--- config.mk ---
export PLATFORM = sky130hd
export DESIGN_NAME = seg_scan_mux
export DESIGN_NICKNAME = d
export VERILOG_FILES = /design/src/rtl/seg_pkg.sv /design/src/rtl/scan_tick.sv /design/src/rtl/seg_scan_mux.sv
export SDC_FILE = /design/constraint.sdc
export NUM_CORES = 1
export LEC_CHECK = 0
export BUFFER_PORTS_ARGS = -buffer_cell sky130_fd_sc_hd__buf_2
export CORE_MARGIN = 4
export CORE_UTILIZATION = 40
export DETAILED_ROUTE_END_ITERATION = 8
export GPL_ROUTABILITY_DRIVEN = 0
export PLACE_DENSITY = 0.7
export SYNTH_ARGS = -nofsm -noshare
export SYNTH_HDL_FRONTEND = slang
export SYNTH_SLANG_ARGS = --single-unit
--- constraint.sdc ---
create_clock -name clk_in -period 3.7 [get_ports clk_in]
set_input_delay 0 -clock clk_in [delete_from_list [all_inputs] [get_ports clk_in]]
set_output_delay 0 -clock clk_in [all_outputs]
set_load 0.01 [all_outputs]
--- src/rtl/seg_pkg.sv ---
// rtl/seg_pkg.sv - shared seven-segment constants and scan FSM encoding
//
// Purpose : constants used by the display scanners. Segment byte layout is
//           bit7..bit0 = a,b,c,d,e,f,g,dp, active-high.
// Ports   : none (package).
package seg_pkg;

    localparam int SEG_A  = 7;
    localparam int SEG_B  = 6;
    localparam int SEG_C  = 5;
    localparam int SEG_D  = 4;
    localparam int SEG_E  = 3;
    localparam int SEG_F  = 2;
    localparam int SEG_G  = 1;
    localparam int SEG_DP = 0;

    // Digit "0": segments a-f lit, g and dp dark.
    localparam logic [7:0] SEG_ZERO  = 8'b1111_1100;
    localparam logic [7:0] SEG_BLANK = 8'h00;

    typedef enum logic {
        ST_BLANK = 1'b0,
        ST_DRIVE = 1'b1
    } scan_state_e;

    // True when the pattern shows a zero, regardless of the decimal point.
    function automatic logic is_zero_pattern(input logic [7:0] pat);
        logic [7:0] mask;
        mask         = 8'hFF;
        mask[SEG_DP] = 1'b0;
        return (pat & mask) == (SEG_ZERO & mask);
    endfunction

endpackage

--- src/rtl/scan_tick.sv ---
// rtl/scan_tick.sv - slot counter with slot-end and blank-end strobes
//
// Purpose : counts 0..DIV-1 while en is high and wraps; held at 0 while en
//           is low. Strobes are combinational and qualified by en so a
//           disabled scanner never sees a slot boundary.
// Ports   : clk_in    - clock
//           rst       - synchronous, active-high reset
//           en        - count enable (low clears the count)
//           slot_cnt  - current position within the slot
//           slot_end  - high on the last cycle of the slot
//           blank_end - high on the last blanking cycle of the slot
module scan_tick #(
    parameter int DIV   = 1000,
    parameter int BLANK = 16,
    localparam int CW   = (DIV > 1) ? $clog2(DIV) : 1
) (
    input  logic          clk_in,
    input  logic          rst,
    input  logic          en,
    output logic [CW-1:0] slot_cnt,
    output logic          slot_end,
    output logic          blank_end
);

    localparam logic [CW-1:0] LAST_CNT  = CW'(DIV - 1);
    localparam logic [CW-1:0] BLANK_CNT = CW'(BLANK - 1);

    if (BLANK < 1 || BLANK >= DIV) begin : g_bad_blank
        $error("scan_tick: BLANK must satisfy 1 <= BLANK < DIV");
    end

    always_ff @(posedge clk_in) begin
        if (rst || !en) begin
            slot_cnt <= '0;
        end else if (slot_cnt == LAST_CNT) begin
            slot_cnt <= '0;
        end else begin
            slot_cnt <= slot_cnt + CW'(1);
        end
    end

    assign slot_end  = en && (slot_cnt == LAST_CNT);
    assign blank_end = en && (slot_cnt == BLANK_CNT);

endmodule

--- src/rtl/seg_scan_mux.sv ---
// rtl/seg_scan_mux.sv - multiplexed 7-segment scanner with inter-digit blanking
//
// Purpose : scans N_DIG segment patterns onto one shared bus. Each slot is
//           BLANK_CYC cycles of all-commons-off followed by the drive phase.
//           The digit pattern is captured at the end of blanking so bus
//           changes mid-slot never tear the displayed digit.
//           Optional feature macro: SEG_SCAN_LZB_EN (leading-zero blanking).
// Ports   : clk_in     - clock
//           rst        - synchronous, active-high reset
//           seg_bus    - digit k pattern at [8k+7:8k], digit 0 rightmost
//           scan_en    - 1 runs the scan, 0 holds everything blank at digit 0
//           seg_out    - shared segment bus, active-high
//           seg_com    - digit commons, active-low, at most one low
//           frame_done - one-cycle pulse after the last digit slot ends
module seg_scan_mux
    import seg_pkg::*;
#(
    parameter int N_DIG     = 6,
    parameter int SCAN_DIV  = 1000,
    parameter int BLANK_CYC = 16
) (
    input  logic               clk_in,
    input  logic               rst,
    input  logic [8*N_DIG-1:0] seg_bus,
    input  logic               scan_en,
    output logic [7:0]         seg_out,
    output logic [N_DIG-1:0]   seg_com,
    output logic               frame_done
);

    localparam int             DW       = $clog2(N_DIG);
    localparam int             CW       = (SCAN_DIV > 1) ? $clog2(SCAN_DIV) : 1;
    localparam logic [DW-1:0]  LAST_DIG = DW'(N_DIG - 1);

    if (N_DIG < 2 || N_DIG > 8) begin : g_bad_ndig
        $error("seg_scan_mux: N_DIG must be in 2..8");
    end

    logic [CW-1:0] slot_cnt_unused;
    logic          slot_end;
    logic          blank_end;

    scan_tick #(
        .DIV   (SCAN_DIV),
        .BLANK (BLANK_CYC)
    ) u_tick (
        .clk_in    (clk_in),
        .rst       (rst),
        .en        (scan_en),
        .slot_cnt  (slot_cnt_unused),
        .slot_end  (slot_end),
        .blank_end (blank_end)
    );

    logic [7:0] digit_pat [N_DIG];
    for (genvar k = 0; k < N_DIG; k++) begin : g_unpack
        assign digit_pat[k] = seg_bus[8*k +: 8];
    end

    scan_state_e        state_q, state_d;
    logic [DW-1:0]      dig_q, dig_d;
    logic [7:0]         snap_q, snap_d;
    logic [7:0]         seg_out_d;
    logic [N_DIG-1:0]   seg_com_d;
    logic               frame_d;
    logic               suppress;

    // Capture happens on the BLANK->DRIVE edge only.
    assign snap_d = (scan_en && state_q == ST_BLANK && blank_end) ? digit_pat[dig_q] : snap_q;

`ifdef SEG_SCAN_LZB_EN
    // A digit is a leading zero when it reads zero and every digit above it
    // reads zero too; a suppressed digit is itself a zero, so the recursive
    // definition collapses to "all higher digits are zero".
    logic [N_DIG-1:1] pat_zero;
    logic [N_DIG-1:0] upper_zero;

    for (genvar k = 1; k < N_DIG; k++) begin : g_zero
        assign pat_zero[k] = is_zero_pattern(digit_pat[k]);
    end

    for (genvar k = 0; k < N_DIG; k++) begin : g_upper
        if (k == N_DIG - 1) begin : g_top
            assign upper_zero[k] = 1'b1;
        end else begin : g_rest
            assign upper_zero[k] = &pat_zero[N_DIG-1:k+1];
        end
    end

    assign suppress = (dig_q != '0) && is_zero_pattern(snap_d) && upper_zero[dig_q];
`else
    assign suppress = 1'b0;
`endif

    always_comb begin
        state_d   = state_q;
        dig_d     = dig_q;
        seg_out_d = SEG_BLANK;
        seg_com_d = '1;
        frame_d   = 1'b0;

        if (scan_en) begin
            case (state_q)
                ST_BLANK: begin
                    if (blank_end) begin
                        state_d = ST_DRIVE;
                    end
                end
                ST_DRIVE: begin
                    if (slot_end) begin
                        state_d = ST_BLANK;
                        frame_d = (dig_q == LAST_DIG);
                        dig_d   = (dig_q == LAST_DIG) ? '0 : dig_q + DW'(1);
                    end
                end
                default: state_d = ST_BLANK;
            endcase

            // Outputs follow the next state so commons and segments switch
            // together on the same edge.
            if (state_d == ST_DRIVE) begin
                seg_com_d[dig_q] = 1'b0;
                seg_out_d        = suppress ? SEG_BLANK : snap_d;
            end
        end else begin
            state_d = ST_BLANK;
            dig_d   = '0;
        end
    end

    always_ff @(posedge clk_in) begin
        if (rst) begin
            state_q    <= ST_BLANK;
            dig_q      <= '0;
            snap_q     <= SEG_BLANK;
            seg_out    <= SEG_BLANK;
            seg_com    <= '1;
            frame_done <= 1'b0;
        end else begin
            state_q    <= state_d;
            dig_q      <= dig_d;
            snap_q     <= snap_d;
            seg_out    <= seg_out_d;
            seg_com    <= seg_com_d;
            frame_done <= frame_d;
        end
    end

endmodule

; ---- Word level (Yosys, flattened, before mapping)
; Cells that the tools add are included.
[op_classes]
add_sub_neg = 2
magnitude_cmp = 3
eq_ne = 3
muxes = 11
n_bitwise = 6
n_reduce_logical = 12
[ops]
columns = operator, n
row1 = $bmux 8 s3, 1
row2 = $mux 8, 3
row3 = $add 10x1->10 const B, 1
row4 = $eq 10x10->1 const B, 1
row5 = $eq 10x4->1 const B, 1
row6 = $not 6->6, 1
row7 = $logic_and 1x1->1, 5
row8 = $ge 4x4->1 const B, 1
row9 = $lt 3x4->1 const B, 1
row10 = $mux 1, 4
row11 = $not 1->1, 4
row12 = $not 3->4, 1
row13 = $reduce_or 2->1, 2
row14 = $reduce_or 4->1, 1
row15 = $add 3x1->3 const B, 1
row16 = $demux 1 s3, 1
row17 = $eq 3x3->1 const B, 1
row18 = $ge 3x1->1 const B, 1
row19 = $mux 3, 1
row20 = $reduce_or 3->1, 1
row21 = $pmux 1 s2, 1
row22 = $reduce_and 2->1, 1
row23 = $logic_not 1->1, 1
row24 = $logic_or 1x1->1, 1
[totals]
register_bits = 37
in_bits = 51
out_inout_bits = 15
word_cells = 44

; ---- Longest topological paths before layout
; Gate-level depths: netlist of run 1.
[depth]
ltp_word = 7
mapped_depth = 8

; ---- Modules after synthesis
; From an unflattened synthesis of run 1, not the netlist that was laid out.
[unflattened]
hier_cells = 197
area_unflattened_um2 = 1861.8
[modules_own_cells]
columns = mod, n_inst, cells_per_inst, area_each_um2
row1 = seg_scan_mux, 1, 142, 1393.8
row2 = scan_tick, 1, 55, 467.9

; ---- Worst setup path before layout of run 1
; No wires, ideal clock.
[synth_path]
kind = flip-flop to flip-flop
startpoint = reg u_tick.slot_cnt[0]
endpoint = reg seg_out[0]
arrival_ns = 1.415
slack_ns = 2.155
path_stages_with_launch = 9
synth_period_minus_slack_ns = 1.545
cell_sequence = dfxtp_1 ha_1 and3_1 clkbuf_2 and3_1 buf_6 buf_8 a21oi_1 nor3_1
[synth_between]
elab_chain_cells = 7
elab_cells_between_ends = 12
classes_between = 2 x eq/ne / 5 x mux / 1 x bitwise / 4 x reduce/logical
[synth_lines]
columns = item, line_no
row1 = "start, declared", scan_tick.sv:20  ; output logic [CW-1:0] slot_cnt,
row2 = "start signal, assigned", scan_tick.sv:38  ; slot_cnt <= slot_cnt + CW'(1);
row3 = $eq 10x10->1 or $eq 10x4->1 (tied branches), "scan_tick.sv:42, scan_tick.sv:43"
row4 = $logic_and 1x1->1 (on tied branches), "scan_tick.sv:42, scan_tick.sv:43"
row5 = $mux 1 (on tied branches), "seg_scan_mux.sv:110, seg_scan_mux.sv:105"
row6 = $pmux 1 s2, seg_scan_mux.sv:103  ; case (state_q)
row7 = $mux 1, seg_scan_mux.sv:102  ; if (scan_en) begin
row8 = $not 1->1 (no line), n/a
row9 = $reduce_or 3->1 (no line), n/a
row10 = "end signal, assigned", seg_scan_mux.sv:143  ; seg_out <= seg_out_d;
row11 = "end, declared", seg_scan_mux.sv:26  ; output logic [7:0] seg_out,
; Parallel ways exist; a longest one is shown, timed or not. The select of a mux whose other input is x is not followed.
; A chain may end at the register's enable or synchronous reset.

; ---- Worst setup path after layout of run 1
[layout_path]
startpoint = reg dig_q[0]
endpoint = reg seg_out[4]
[layout_between]
elab_chain_cells = 5
[layout_lines]
columns = item, line_no
row1 = "start, declared", seg_scan_mux.sv:61  ; logic [DW-1:0] dig_q, dig_d;
row2 = "start signal, assigned", seg_scan_mux.sv:141  ; dig_q <= dig_d;
row3 = $not 3->4 (not written as such), seg_scan_mux.sv:69  ; assign snap_d = (scan_en && state_q == ST_BLANK && blank_end) ? digit_pat[dig_q] : snap_q;
row4 = $bmux 8 s3, seg_scan_mux.sv:69
row5 = $mux 8 (not written as such) (2 in series), seg_scan_mux.sv:69
row6 = $mux 8, seg_scan_mux.sv:69
; Every way passes these cells. The select of a mux whose other input is x is not followed.

==> reports/results.ini, run 1 <==
[clock_network]
insertion_delay_ns = 0.28
clkTransAtPathRegs_ns = 0.07
ctsLongestPathBuffers = 2
cts_setup_buffers = 0
cts_sinks = 37
cts_tree = yes
cts-hold-fix-buffers = 0
cts_buffers = 5
root_buffer = clkbuf_8
cts_resized = 0
cts.htree.levels = 2

[floorplanning]
start_util = 0.420
core_area_um2 = 4410
io-pin-count = 66
fp.dieH_um = 76.0
rows = 24
die_w_um = 76.0
die-area_um2 = 5780

[synthesis]
syn_inst = 188
ys.flop_type = dfxtp_1
synth_top_area_share = 0.400
synth_area_leaders = dfxtp_1 40%, mux4_1 7.1%, nor2_1 6.3%, nor3_1 6.2%, mux2i_1 5.4%
yosysMostFrequentCell = dfxtp_1
yosys_warnings = 0
synth_area_um2 = 1850
synth_cell_types = 36
syn-mean-instance-area_um2 = 9.85
synth_top_cell_by_area = dfxtp_1
synth_common_cells = 37 x dfxtp_1, 31 x nor2_1, 23 x nor3_1
syn_nets = 240
synth_seq_cells = 37
yosysSeqAreaShare = 0.400
synth_edf_count = 0
async_flop_share = 0

[setup_path]
cp_slowest_cell = dfxtp_1
cp-endpoint = seg_out[4]$_SDFF_PP0_
r2r_start = dig_q[0]$_SDFFE_PP0P_
cpMostUsedCell = nor3_1
worstSetupStartpointType = register
cp_top_family = flip-flops
critPathMaxStageDelay_ns = 0.90
path_depth = 5
crit_required_ns = 3.84
cp_data_arrival_time_ns = 2.47
path_buf_inv = 1
critPathKind = register to register
endpoint_kind = register
crit_start = dig_q[0]$_SDFFE_PP0P_
reg2reg_to = seg_out[4]$_SDFF_PP0_
reg2reg_depth = 5
path_max_fanout = 20
cp_cell_sequence = buf_4 -> mux4_1 -> nor2b_1 -> nor3_1 -> nor3_1
r2r_slack_ns = 1.37

[detailed_routing]
drt-pass1-iter-count = 4
remaining_drc_errors = 0
routedWlPerCell_um = 14.1
viasPerCell = 5.16
vias = 1548
ant_nets = 0
initialDrtViolationCount = 73
totalWireLength_um = 4230

[timing]
slew_viol_final = 0
final_hold_viol_count = 0
fin_tns_setup_ns = 0
min_period_over_period = 0.630
tightestPinTransition_ns = 0.879
skew_ns = 0.00380
fin_hold_ws_ns = 0.0649
slew_headroom = 0.413
rsz0062_at_grt = no
max_freq_mhz = 429
min_period_ns = 2.33
report.final.setup_viol = 0

[final_layout]
n_fill_cell = 415
drive_above_1_share = 0.347
antenna_cells = 0
synthToLayoutAreaGrowth_pct = 21.1
fin_area_um2 = 2240
final_nets = 299

[placed_design]
dp_hpwl_um = 3180
port_buffers = 65
place_area_um2 = 2140

[pwr]
pwr_density_cell_nw_per_um2 = 334
ir_worst_vdd_mv = 0.257
cellLeakagePower_nw = 0.889

[worst_hold_path]
hold_depth = 2
min_path_type = input port to register

[global_routing]
grt_max_degree = 21
grt_pass1_vias = 1575
antenna_found_initial = 0
globalRouteTotalUtil = 0.152
overflow = 0
grt_pass1_wl_um = 7410

[flow_run]
maxCapViolCount = 0

[status]
status = finished clean

[flip-flops by register name, indices dropped and copies added (netlist names)]
name / flops
u_tick.slot_cnt: 10
seg_out: 8
snap_q: 8
seg_com: 6
dig_q: 3
frame_done: 1
state_q: 1
[how the worst min path moves through the flow]
| stage | startpoint | endpoint | slack, ns |
|---|---|---|---|
| final | rst | snap_q[5]$_SDFF_PP0_ | 0.06 |
| after global routing | rst | snap_q[3]$_SDFF_PP0_ | 0.06 |
| after CTS | rst | snap_q[5]$_SDFF_PP0_ | 0.05 |
| after detailed placement | rst | snap_q[5]$_SDFF_PP0_ | 0.35 |
| after global placement | rst | snap_q[2]$_SDFF_PP0_ | 0.35 |
| after floorplan | scan_en | state_q$_SDFF_PP0_ | 0.28 |
[final cells by class]
class,count,area (µm²),area share
well taps,52,65.1,0.0290
multi-input cells,135,995,0.444
clock inverters,1,5.00,0.00223
flip-flops and latches,37,741,0.330
clock buffers,7,96.3,0.0430
inverters,2,7.51,0.00335
repair buffers,66,333,0.148
[per-stage QoR]
step                cells  setup slack [ns]  power, mW  utilization
finish                300              1.37      0.749        0.508
global route          300              1.17      0.782        0.508
CTS                   300              1.33      0.758        0.508
detailed placement    292              1.35      0.456        0.485
global placement      292              1.38      0.456        0.485
floorplan             188              2.15      0.428            -
[cell usage in the layout (no fill, tap or decap), types with 2 or more instances in the layout]
cell	instances
dfxtp_1	37
nand3b_1	2
mux2i_1	10
and3_1	4
nor2b_1	9
nand3_1	4
buf_2	65
nand2b_1	2
a21oi_1	8
nand4_1	6
nor2_1	31
mux4_1	5
nor3_1	23
nor3_2	3
nand2_1	2
xnor2_1	3
mux4_2	3
xor2_1	6
nand4b_1	2
clkbuf_8	7
and2_1	2
inv_1	2
[routing by layer]
| layer | up-vias | GRT usage | part of all wire |
|---|---|---|---|
| met5 | - | 0 | 0 |
| met4 | 0 | 0.0427 | 0.015 |
| met3 | 6 | 0.0390 | 0.046 |
| met2 | 36 | 0.247 | 0.47 |
| met1 | 717 | 0.199 | 0.46 |
| li1 | 789 | - | - |
[power by group]
group	internal [mW]	switching [mW]	leakage (nW)	total, mW
registers	0.399	0.000645	0.298	0.400
logic	0.0294	0.0179	0.536	0.0473
clock network	0.168	0.134	0.0542	0.302
[kinds of logic (layout without fill, tap and decap cells)]
| group | Yosys count | in the layout | synth area share |
|---|---|---|---|
| AOI/OAI and AO/OA | 11 | 11 | 0.0433 |
| xor gates and xnor gates | 9 | 9 | 0.0426 |
| adders and majority gates | 1 | 1 | 0.00676 |
| buffers and inverters | 16 | 76 | 0.0628 |
| DFF | 37 | 37 | 0.400 |
| muxes | 18 | 18 | 0.161 |
| and+or+nand+nor | 96 | 96 | 0.283 |
Note: power is estimated with default switching activity, not from simulation.
==> run 2: changes to the inputs <==
Clock period 3.7 ns to 2.4 ns, I/O delays scaled along.
==> run 2 against run 1 <==
  * First-iteration DRC count is 14% lower
  * Clock skew up 0.0016 ns
  * Wire length up 3.1%
  * Highest routed layer unchanged
  * Die area stayed put
  * Largest cell class unchanged
  * Critical path depth stayed put
  * Final cell count increased by 0.67%
  * Sequential power is 54% higher
  * Sequential share of layout area down 0.22 points
==> reports/results.ini, run 2 (synthesis gave the netlist of run 1 again) <==
[status]
status = finished clean

[floorplanning]
start_util = 0.420
fp.dieH_um = 76.0
die-area_um2 = 5780
io-pin-count = 66
core_area_um2 = 4410
die_w_um = 76.0
rows = 24

[timing]
final_hold_viol_count = 0
max_freq_mhz = 544
slew_viol_final = 0
min_period_over_period = 0.766
rsz0062_at_grt = no
slew_headroom = 0.545
fin_tns_setup_ns = 0
min_period_ns = 1.84
skew_ns = 0.00540
fin_hold_ws_ns = 0.0344
report.final.setup_viol = 0
tightestPinTransition_ns = 0.682

[placed_design]
dp_hpwl_um = 3270
port_buffers = 65
place_area_um2 = 2160

[setup_path]
cp_data_arrival_time_ns = 1.99
path_buf_inv = 1
reg2reg_depth = 5
crit_required_ns = 2.55
endpoint_kind = register
cp_cell_sequence = buf_4 -> mux4_1 -> nor2b_1 -> nor3_1 -> nor3_1
worstSetupStartpointType = register
cp_slowest_cell = mux4_1
cpMostUsedCell = nor3_1
reg2reg_to = seg_out[6]$_SDFF_PP0_
r2r_start = dig_q[0]$_SDFFE_PP0P_
cp_top_family = multiplexers
path_max_fanout = 14
critPathKind = register to register
r2r_slack_ns = 0.56
critPathMaxStageDelay_ns = 0.59

[worst_hold_path]
hold_end = snap_q[5]$_SDFF_PP0_
hold_depth = 2
hold_path.startpoint = rst
min_path_type = input port to register

[final_layout]
largest_register_ff_count = 10
n_fill_cell = 425
largest_register = u_tick.slot_cnt
synthToLayoutAreaGrowth_pct = 21.9
reg_top3 = u_tick.slot_cnt x10, seg_out x8, snap_q x8
layout_common_cells = 65 x buf_2, 37 x dfxtp_1, 31 x nor2_1
finalCoreUtilization = 0.511
drive_above_1_share = 0.352
final_common_cell = buf_2
final_nets = 301
antenna_cells = 0
fin_area_um2 = 2260

[pwr]
power.total_mw = 1.17
swShare = 0.212
power_switching_uw = 247
cellLeakagePower_nw = 0.900
pwr-share-seq = 0.528
clock_power_share = 0.409
p_int_uw = 920
combPwrFrac = 0.063
ir_worst_vdd_mv = 0.253
pwr_density_cell_nw_per_um2 = 517

[global_routing]
globalRouteTotalUtil = 0.157
grt_pass1_wl_um = 7470
grt_pass1_vias = 1695
overflow = 0
grt_max_degree = 17
antenna_found_initial = 0

[clock_network]
cts_sinks = 37
insertion_delay_ns = 0.29
clkTransAtPathRegs_ns = 0.07
cts_setup_buffers = 0
cts_tree = yes
ctsLongestPathBuffers = 2
cts_buffers = 5
cts_resized = 0
root_buffer = clkbuf_8
cts.htree.levels = 2
cts-hold-fix-buffers = 0

[detailed_routing]
viasPerCell = 5.30
totalWireLength_um = 4370
vias = 1600
initialDrtViolationCount = 63
drt-pass1-iter-count = 4
routedWlPerCell_um = 14.5
ant_nets = 0
remaining_drc_errors = 0

[flow_run]
maxCapViolCount = 0

-- run 2: cell count changes in the layout (fill, tap and decap cells not counted) --
cell / delta
buf_4: +2
-- run 2: worst register-to-register path: stages, from the launching register on --
cell     delay [ns]
dfxtp_1        0.33
buf_4          0.26
mux4_1         0.59
nor2b_1        0.14
nor3_1         0.29
nor3_1         0.08
-- run 2: cell type report --
type,count,area [µm²],share of cell area
multi-input cells,135,995,0.441
flip-flops and latches,37,741,0.328
repair buffers,68,348,0.154
clock buffers,7,96.3,0.0427
well taps,52,65.1,0.0288
inverters,2,7.51,0.00333
clock inverters,1,5.00,0.00222
-- run 2: how the worst max path moves through the flow --
stage	from	to	slack, ns	cells after the start
final	dig_q[0]$_SDFFE_PP0P_	seg_out[6]$_SDFF_PP0_	0.56	5
after global routing	u_tick.slot_cnt[0]$_SDFF_PP0_	snap_q[0]$_SDFF_PP0_	0.43	5
after CTS	dig_q[0]$_SDFFE_PP0P_	seg_out[0]$_SDFF_PP0_	0.60	5
after detailed placement	dig_q[0]$_SDFFE_PP0P_	seg_out[1]$_SDFF_PP0_	0.61	5
after global placement	dig_q[0]$_SDFFE_PP0P_	seg_out[6]$_SDFF_PP0_	0.63	5
after floorplan	u_tick.slot_cnt[0]$_SDFF_PP0_	seg_out[0]$_SDFF_PP0_	0.85	8
-- run 2: through the flow --
stage,worst slack (ns),std cells
detailed placement,0.615,294
global route,0.427,302
CTS,0.601,302
finish,0.561,302
global placement,0.631,294
floorplan,0.855,188
-- run 2: routing by layer --
layer  vias up  share of wire  GRT usage
met5         -              0          0
met4         0          0.042      0.101
met3        15          0.047     0.0378
met2        52           0.48      0.258
met1       744           0.43      0.181
li1        789              -          -
-- run 2: power groups by stage --
stage	clock (mW)	sequential (mW)	combinational [mW]
floorplan	0	0.630	0.0302
global placement	0	0.630	0.0728
detailed placement	0	0.630	0.0741
CTS	0.489	0.616	0.0740
global route	0.513	0.616	0.0827
finish	0.477	0.616	0.0733
